### src/rtl/cnn_pkg.sv
// Shared CNN constants and helpers.
//  - conv2 result / activation widths and conv2 feature-map geometry
//  - per-channel conv2 bias constants
//  - relu_sat(): clamp negative values to 0 and positive values to the largest
//    positive value representable in a signed out_w-bit word
package cnn_pkg;

  localparam int CONV2_OUT_W    = 14;
  localparam int ACT_W          = 12;
  localparam int CONV2_FMAP_W   = 8;
  localparam int CONV2_FMAP_H   = 8;
  localparam int CONV2_CHANNELS = 4;

  localparam logic signed [CONV2_OUT_W-1:0] CONV2_BIAS [CONV2_CHANNELS] = '{
    14'sd0, 14'sd50, -14'sd20, 14'sd7
  };

  function automatic logic signed [31:0] relu_sat(input logic signed [31:0] value,
                                                  input int                 out_w);
    logic signed [31:0] top_val;
    top_val = (32'sd1 <<< (out_w - 1)) - 32'sd1;
    if (value < 0)
      return 32'sd0;
    else if (value > top_val)
      return top_val;
    else
      return value;
  endfunction

endpackage

### src/rtl/pool2_linebuf.sv
// One-row line buffer for 2x2 pooling: holds the horizontal max of each
// window's top row until the bottom row of the same window arrives.
// Ports:
//   clk      clock, rising edge
//   wr_en    write strobe
//   wr_addr  slot to write (window column index)
//   wr_data  value written
//   rd_addr  slot to read (combinational read)
//   rd_data  contents of slot rd_addr
// Contents are not reset: every slot is rewritten on an even row before the
// following odd row reads it.
module pool2_linebuf #(
  parameter int DEPTH  = 4,
  parameter int DATA_W = 12,
  parameter int AW     = 2
) (
  input  logic              clk,
  input  logic              wr_en,
  input  logic [AW-1:0]     wr_addr,
  input  logic [DATA_W-1:0] wr_data,
  input  logic [AW-1:0]     rd_addr,
  output logic [DATA_W-1:0] rd_data
);

  logic [DATA_W-1:0] mem [DEPTH];
  logic [DEPTH-1:0]  slot_we;

  // One-hot write decode per slot.
  generate
    for (genvar gi = 0; gi < DEPTH; gi++) begin : g_slot_we
      assign slot_we[gi] = wr_en && (wr_addr == AW'(gi));
    end
  endgenerate

  always_ff @(posedge clk) begin
    for (int i = 0; i < DEPTH; i++) begin
      if (slot_we[i]) mem[i] <= wr_data;
    end
  end

  assign rd_data = mem[rd_addr];

endmodule

### src/rtl/conv2_relu_pool.sv
// conv2 post-processing: bias add, ReLU with saturation to the activation
// width, then 2x2 / stride-2 max pooling over a raster-ordered stream.
// Ports:
//   clk             clock, rising edge
//   rst             synchronous active-high reset
//   conv_in         signed conv2 result of the current pixel
//   valid_in        conv_in valid this cycle (gaps allowed, no backpressure)
//   pool_out        signed pooled activation (holds when not valid)
//   valid_out_pool  one-cycle pulse per pooled pixel
//   frame_done      pulse coincident with the last pooled pixel of a frame
// Pipeline: S1 registers the activated pixel with its col/row tags; S2 forms
// the horizontal pair max, parks it in the line buffer on even rows and
// combines it with the parked value on odd rows.
module conv2_relu_pool
  import cnn_pkg::*;
#(
  parameter int                     IN_W   = CONV2_OUT_W,
  parameter int                     OUT_W  = ACT_W,
  parameter int                     FMAP_W = CONV2_FMAP_W,
  parameter int                     FMAP_H = CONV2_FMAP_H,
  parameter logic signed [IN_W-1:0] BIAS   = '0
) (
  input  logic                    clk,
  input  logic                    rst,
  input  logic signed [IN_W-1:0]  conv_in,
  input  logic                    valid_in,
  output logic signed [OUT_W-1:0] pool_out,
  output logic                    valid_out_pool,
  output logic                    frame_done
);

  localparam int CW = $clog2(FMAP_W);
  localparam int RW = $clog2(FMAP_H);
  localparam int AW = (FMAP_W > 2) ? $clog2(FMAP_W / 2) : 1;
  localparam logic [CW-1:0] LAST_COL = CW'(FMAP_W - 1);
  localparam logic [RW-1:0] LAST_ROW = RW'(FMAP_H - 1);

  // Raster position of the pixel currently on conv_in.
  logic [CW-1:0] col_reg;
  logic [RW-1:0] row_reg;

  always_ff @(posedge clk) begin
    if (rst) begin
      col_reg <= '0;
      row_reg <= '0;
    end else if (valid_in) begin
      if (col_reg == LAST_COL) begin
        col_reg <= '0;
        row_reg <= (row_reg == LAST_ROW) ? '0 : row_reg + 1'b1;
      end else begin
        col_reg <= col_reg + 1'b1;
      end
    end
  end

  // S1: bias add one bit wider than the input so the sum cannot wrap.
  logic signed [IN_W:0]      sum;
  logic signed [OUT_W-1:0]   r1_next;
  logic signed [OUT_W-1:0]   r1_reg;
  logic [CW-1:0]             col1_reg;
  logic [RW-1:0]             row1_reg;
  logic                      v1_reg;

  assign sum     = {conv_in[IN_W-1], conv_in} + {BIAS[IN_W-1], BIAS};
  assign r1_next = OUT_W'(relu_sat(32'(sum), OUT_W));

  always_ff @(posedge clk) begin
    if (rst) begin
      v1_reg   <= 1'b0;
      r1_reg   <= '0;
      col1_reg <= '0;
      row1_reg <= '0;
    end else begin
      v1_reg <= valid_in;
      if (valid_in) begin
        r1_reg   <= r1_next;
        col1_reg <= col_reg;
        row1_reg <= row_reg;
      end
    end
  end

  // S2: pair max and vertical combine through the line buffer.
  logic signed [OUT_W-1:0] h_reg;
  logic signed [OUT_W-1:0] pm;
  logic signed [OUT_W-1:0] pool_next;
  logic [OUT_W-1:0]        lb_rd_data;
  logic [AW-1:0]           lb_addr;
  logic                    lb_wr_en;

  assign pm        = (r1_reg > h_reg) ? r1_reg : h_reg;
  assign pool_next = ($signed(lb_rd_data) > pm) ? $signed(lb_rd_data) : pm;
  assign lb_addr   = AW'(col1_reg >> 1);
  assign lb_wr_en  = v1_reg && col1_reg[0] && !row1_reg[0];

  pool2_linebuf #(
    .DEPTH  (FMAP_W / 2),
    .DATA_W (OUT_W),
    .AW     (AW)
  ) u_linebuf (
    .clk     (clk),
    .wr_en   (lb_wr_en),
    .wr_addr (lb_addr),
    .wr_data (pm),
    .rd_addr (lb_addr),
    .rd_data (lb_rd_data)
  );

  always_ff @(posedge clk) begin
    if (rst) begin
      h_reg          <= '0;
      pool_out       <= '0;
      valid_out_pool <= 1'b0;
      frame_done     <= 1'b0;
    end else begin
      valid_out_pool <= 1'b0;
      frame_done     <= 1'b0;
      if (v1_reg) begin
        if (!col1_reg[0]) begin
          h_reg <= r1_reg;
        end else if (row1_reg[0]) begin
          pool_out       <= pool_next;
          valid_out_pool <= 1'b1;
          frame_done     <= (row1_reg == LAST_ROW) && (col1_reg == LAST_COL);
        end
      end
    end
  end

endmodule
### config.mk
export PLATFORM = sky130hd
export DESIGN_NAME = conv2_relu_pool
export DESIGN_NICKNAME = d
export VERILOG_FILES = /design/src/rtl/cnn_pkg.sv /design/src/rtl/pool2_linebuf.sv /design/src/rtl/conv2_relu_pool.sv
export SDC_FILE = /design/constraint.sdc
export NUM_CORES = 1
export LEC_CHECK = 0
export BUFFER_PORTS_ARGS = -buffer_cell sky130_fd_sc_hd__clkbuf_2
export CAP_MARGIN = 30
export CORE_ASPECT_RATIO = 0.75
export CORE_UTILIZATION = 55
export DETAILED_ROUTE_END_ITERATION = 16
export PLACE_DENSITY = 0.75
export SYNTH_ARGS = -nofsm -noshare
export SYNTH_HDL_FRONTEND = slang
export SYNTH_SLANG_ARGS = --single-unit
### constraint.sdc
create_clock -name clk -period 9.7 [get_ports clk]
set_input_delay 1.94 -clock clk [delete_from_list [all_inputs] [get_ports clk]]
set_output_delay 1.94 -clock clk [all_outputs]
set_load 0.03 [all_outputs]
==> metrics.md <==
| Metric | Value |
|---|---|
| Largest net degree at the start of global routing | 42 |
| DRC | 0 |
| Xor-xnor portion of the synthesized cell area | 0% |
| Post-synthesis sequential area ratio | 54.72% |
| Routability Congestion | 0.8158 |
| Run status | finished clean |
| WL/cell | 16.34 um |
| Worst path slowest cell | o31ai_4 |
| Number of setup violations in the final report | 0 |
| Crit path buf inv count | 1 |
| Worst slew margin | 39.04% |
| Reg power frac | 55.6% |
| Largest family of logic cells by synthesized area | multiplexers |
| Ys Warns | 0 |
| Worst path cell trace | inv_1, ha_1, a21o_1, a2111o_1, o31ai_4, mux2i_1, ha_1, a21o_1, a2111o_1, or3_1, a211o_1, o221ai_1 |
| Die width | 107.3 um |
| Initial DRC count | 116 |
| First-pass DRT Iterations | 4 |
| Root Driver | clkbuf_8 |
| Die area | 8687 um^2 |
| Clk_lat worst skew | 370 ps |
| Synth Instances | 395 |
| Skew final | 13.58 ps |
| Clk slew on worst S/H paths | 90 ps |
| Total GRT Usage | 22.42% |
| HP Class | reg -> reg |
| Synth Area in Simple Gates | 11.05% |
| Static leakage | 2.066 nW |
| Io pins | 31 |
| Fin. Hold Viols | 0 |
| Setup Fix Bufs, Post-CTS | 0 |
| Initial core utilization | 57.25% |
| Max IR drop VDD | 130.7 uV |
| Multiplexer area fraction after synthesis | 12.89% |
| Critical Path RT | 9960 ps |
| Pwr/cell area | 162.8 nW/um^2 |
| Area share of fa/ha/maj cells after synthesis | 7.661% |
| Total wire length | 8743 um |
| Diodes inserted | 0 |
| Avg Inst Size Synth | 11.58 um^2 |
| Vias per cell | 5.471 |
| Area leader, netlist | edfxtp_1 |
| Switching Share | 23.15% |
| Detail Route Antenna Nets | 0 |
| Vias in the first global route | 2866 |
| Vert. Die Dim | 80.97 um |
| Fin area | 5072 um^2 |
| Area Overhead vs Synth | 10.92% |
| Clock H-tree levels | 3 |
| Worst Setup End Kind | flop |
| Post-synth ARST share | 0% |
| Largest reg by FF count | u_linebuf.mem |
| Std-Cell Rows | 28 |
| Compound-Gate Fraction of Synth Area | 8.865% |
| Top FF cell, synth | dfxtp_1 |
| Kind of critical path | reg -> reg |
| Post-CTS Resized | 0 |
| Vias | 2927 |
| Min Clock Period, post-route | 4603 ps |
| CTS tree | yes |
| Post-synthesis cell area | 4573 um^2 |
| PortBufs | 30 |
| Placed cells | 518 |
| Worst EP arrival | 4870 ps |
| DP Area | 4828 um^2 |
| Synth area leaders | edfxtp_1, dfxtp_1, ha_1, mux2i_1, mux4_2 |
| RSZ-0062 raised after global routing | no |
| Fmax | 0.2173 GHz |
| Tcrit/Tclk final | 47.45% |
| Final net count | 470 |
| Hold_buf cts | 0 |
| Yosys cell types | 36 |
| CTS Buf Count | 9 |
| Maximum clock path buffer count | 2 |
| HPWL after detailed placement | 6253 um |
| Slew @ Worst Pin | 912.5 ps |
| EDFF count, synth | 48 |
| GR Overflow Total | 0 |
| Worst path max stage delay | 680 ps |
| Worst-path maximum fanout | 12 |
| Worst path top cell family by delay | compound AO/OA/AOI/OAI gates |
| Clock group share of total power | 34.4% |
| Setup crit start kind | flop |
| Share of the synthesized area in the top cell type | 31.52% |
| MaxCap Viol Count | 0 |
| Number of synthesized register bits | 101 |
| Psw | 0.0001912 W |
| Comb pwr share | 9.9% |
| First-pass GRT wire length | 14420 um |
| Max Slew Vio Count | 0 |
| Int Pwr | 0.0006348 W |
| Pwr Total | 0.0008260 W |
| Initial antenna violation count | 0 |
| Post-route insts no fill | 535 |
| Largest register FFs | 48 |
| Clk sinks | 101 |
| TNS Setup | 0 ps |
| Syn_nets | 440 |
| Share of cells above drive strength 1 | 17.44% |
| Core Area | 7988 um^2 |
-- layout make-up --
cell class | count | area (um^2)
clock inverters | 5 | 85.08
multi-input cells | 240 | 1861
fillers | 635 | 2915
clock buffers | 11 | 131.4
flip-flops and latches | 101 | 2502
inverters | 37 | 138.9
repair buffers | 36 | 222.7
well taps | 105 | 131.4
-- worst register-to-register path, delay by kind of cell, from the launching register on --
kind | cells | cell delay, ps
AOI/OAI and AO/OA | 7 | 2680
buffers and inverters | 1 | 50
and+or+nand+nor | 1 | 410
DFF | 1 | 350
muxes | 1 | 420
adders and majority gates | 2 | 580
-- worst paths after layout --
| check | from | to | slack, ps | depth (start not counted) |
|---|---|---|---|---|
| worst min register to register | h_reg[9]$_SDFFE_PP0P_ | h_reg[9]$_SDFFE_PP0P_ | 470 | 2 |
| worst min-delay path | h_reg[9]$_SDFFE_PP0P_ | h_reg[9]$_SDFFE_PP0P_ | 470 | 2 |
| worst max register to register | h_reg[9]$_SDFFE_PP0P_ | pool_out[5]$_SDFFE_PP0P_ | 5100 | 12 |
| worst max-delay path | h_reg[9]$_SDFFE_PP0P_ | pool_out[5]$_SDFFE_PP0P_ | 5100 | 12 |
-- metal layers --
layer | GRT usage (%) | vias up | part of all wire [%]
li1 | - | 1467 | -
met4 | 7.945 | 0 | 1.4
met3 | 4.815 | 11 | 4.1
met1 | 31.07 | 1413 | 49
met2 | 35.10 | 36 | 46
met5 | 0 | - | 0
-- through the flow --
| stage | utilization [%] | hold WS [ps] | setup slack [ps] |
|---|---|---|---|
| 2_1_floorplan | - | 427.2 | 5791 |
| 3_3_place_gp | 60.07 | 458.5 | 5288 |
| 3_5_place_dp | 60.45 | 464.7 | 5172 |
| 4_1_cts | 63.16 | 476.6 | 5103 |
| 5_1_grt | 63.50 | 501.2 | 4855 |
| 6_report | 63.50 | 473.2 | 5097 |
-- cell families (layout without fill, tap and decap cells) --
family	count (synthesis)	in the layout
adder cells (fa/ha/maj)	28	28
multiplexers	45	45
buffers and inverters	54	89
flip-flops	101	101
AND/OR/NAND/NOR	118	118
AO/OA/AOI/OAI	49	49
-- power groups by stage --
stage | logic [W] | registers (W) | clock network, W
global route | 0.0000919 | 0.000461 | 0.000308
global placement | 0.0000779 | 0.000470 | 0
floorplan | 0.0000662 | 0.000467 | 0
CTS | 0.0000807 | 0.000461 | 0.000293
finish | 0.0000822 | 0.000460 | 0.000284
detailed placement | 0.0000803 | 0.000470 | 0
-- cells in the mapped netlist, types with 2 or more instances --
| cell type | count |
|---|---|
| nor3b_1 | 3 |
| mux2i_1 | 33 |
| or3_1 | 2 |
| o221ai_2 | 10 |
| or2_1 | 2 |
| buf_1 | 2 |
| buf_2 | 2 |
| nand3_1 | 6 |
| inv_1 | 36 |
| o221ai_1 | 2 |
| clkbuf_1 | 11 |
| mux4_2 | 11 |
| nor2_1 | 48 |
| a2111o_1 | 2 |
| nand4_1 | 5 |
| o211ai_1 | 2 |
| edfxtp_1 | 48 |
| buf_6 | 2 |
| nor3_1 | 2 |
| a21o_1 | 3 |
| nand2_1 | 43 |
| dfxtp_1 | 53 |
| ha_1 | 28 |
| a21oi_1 | 24 |
| nor2b_1 | 4 |
-- cell usage in the layout (no fill, tap or decap), types with 3 or more instances in the layout --
| cell type | n |
|---|---|
| dfxtp_1 | 53 |
| nor2_1 | 48 |
| edfxtp_1 | 48 |
| nand2_1 | 43 |
| inv_1 | 36 |
| mux2i_1 | 33 |
| clkbuf_2 | 30 |
| ha_1 | 28 |
| a21oi_1 | 24 |
| mux4_2 | 11 |
| o221ai_2 | 10 |
| clkbuf_8 | 9 |
| nand3_1 | 6 |
| nand4_1 | 5 |
| nor2b_1 | 4 |
| a21o_1 | 3 |
| buf_4 | 3 |
Note: power is estimated with default switching activity, not from simulation.
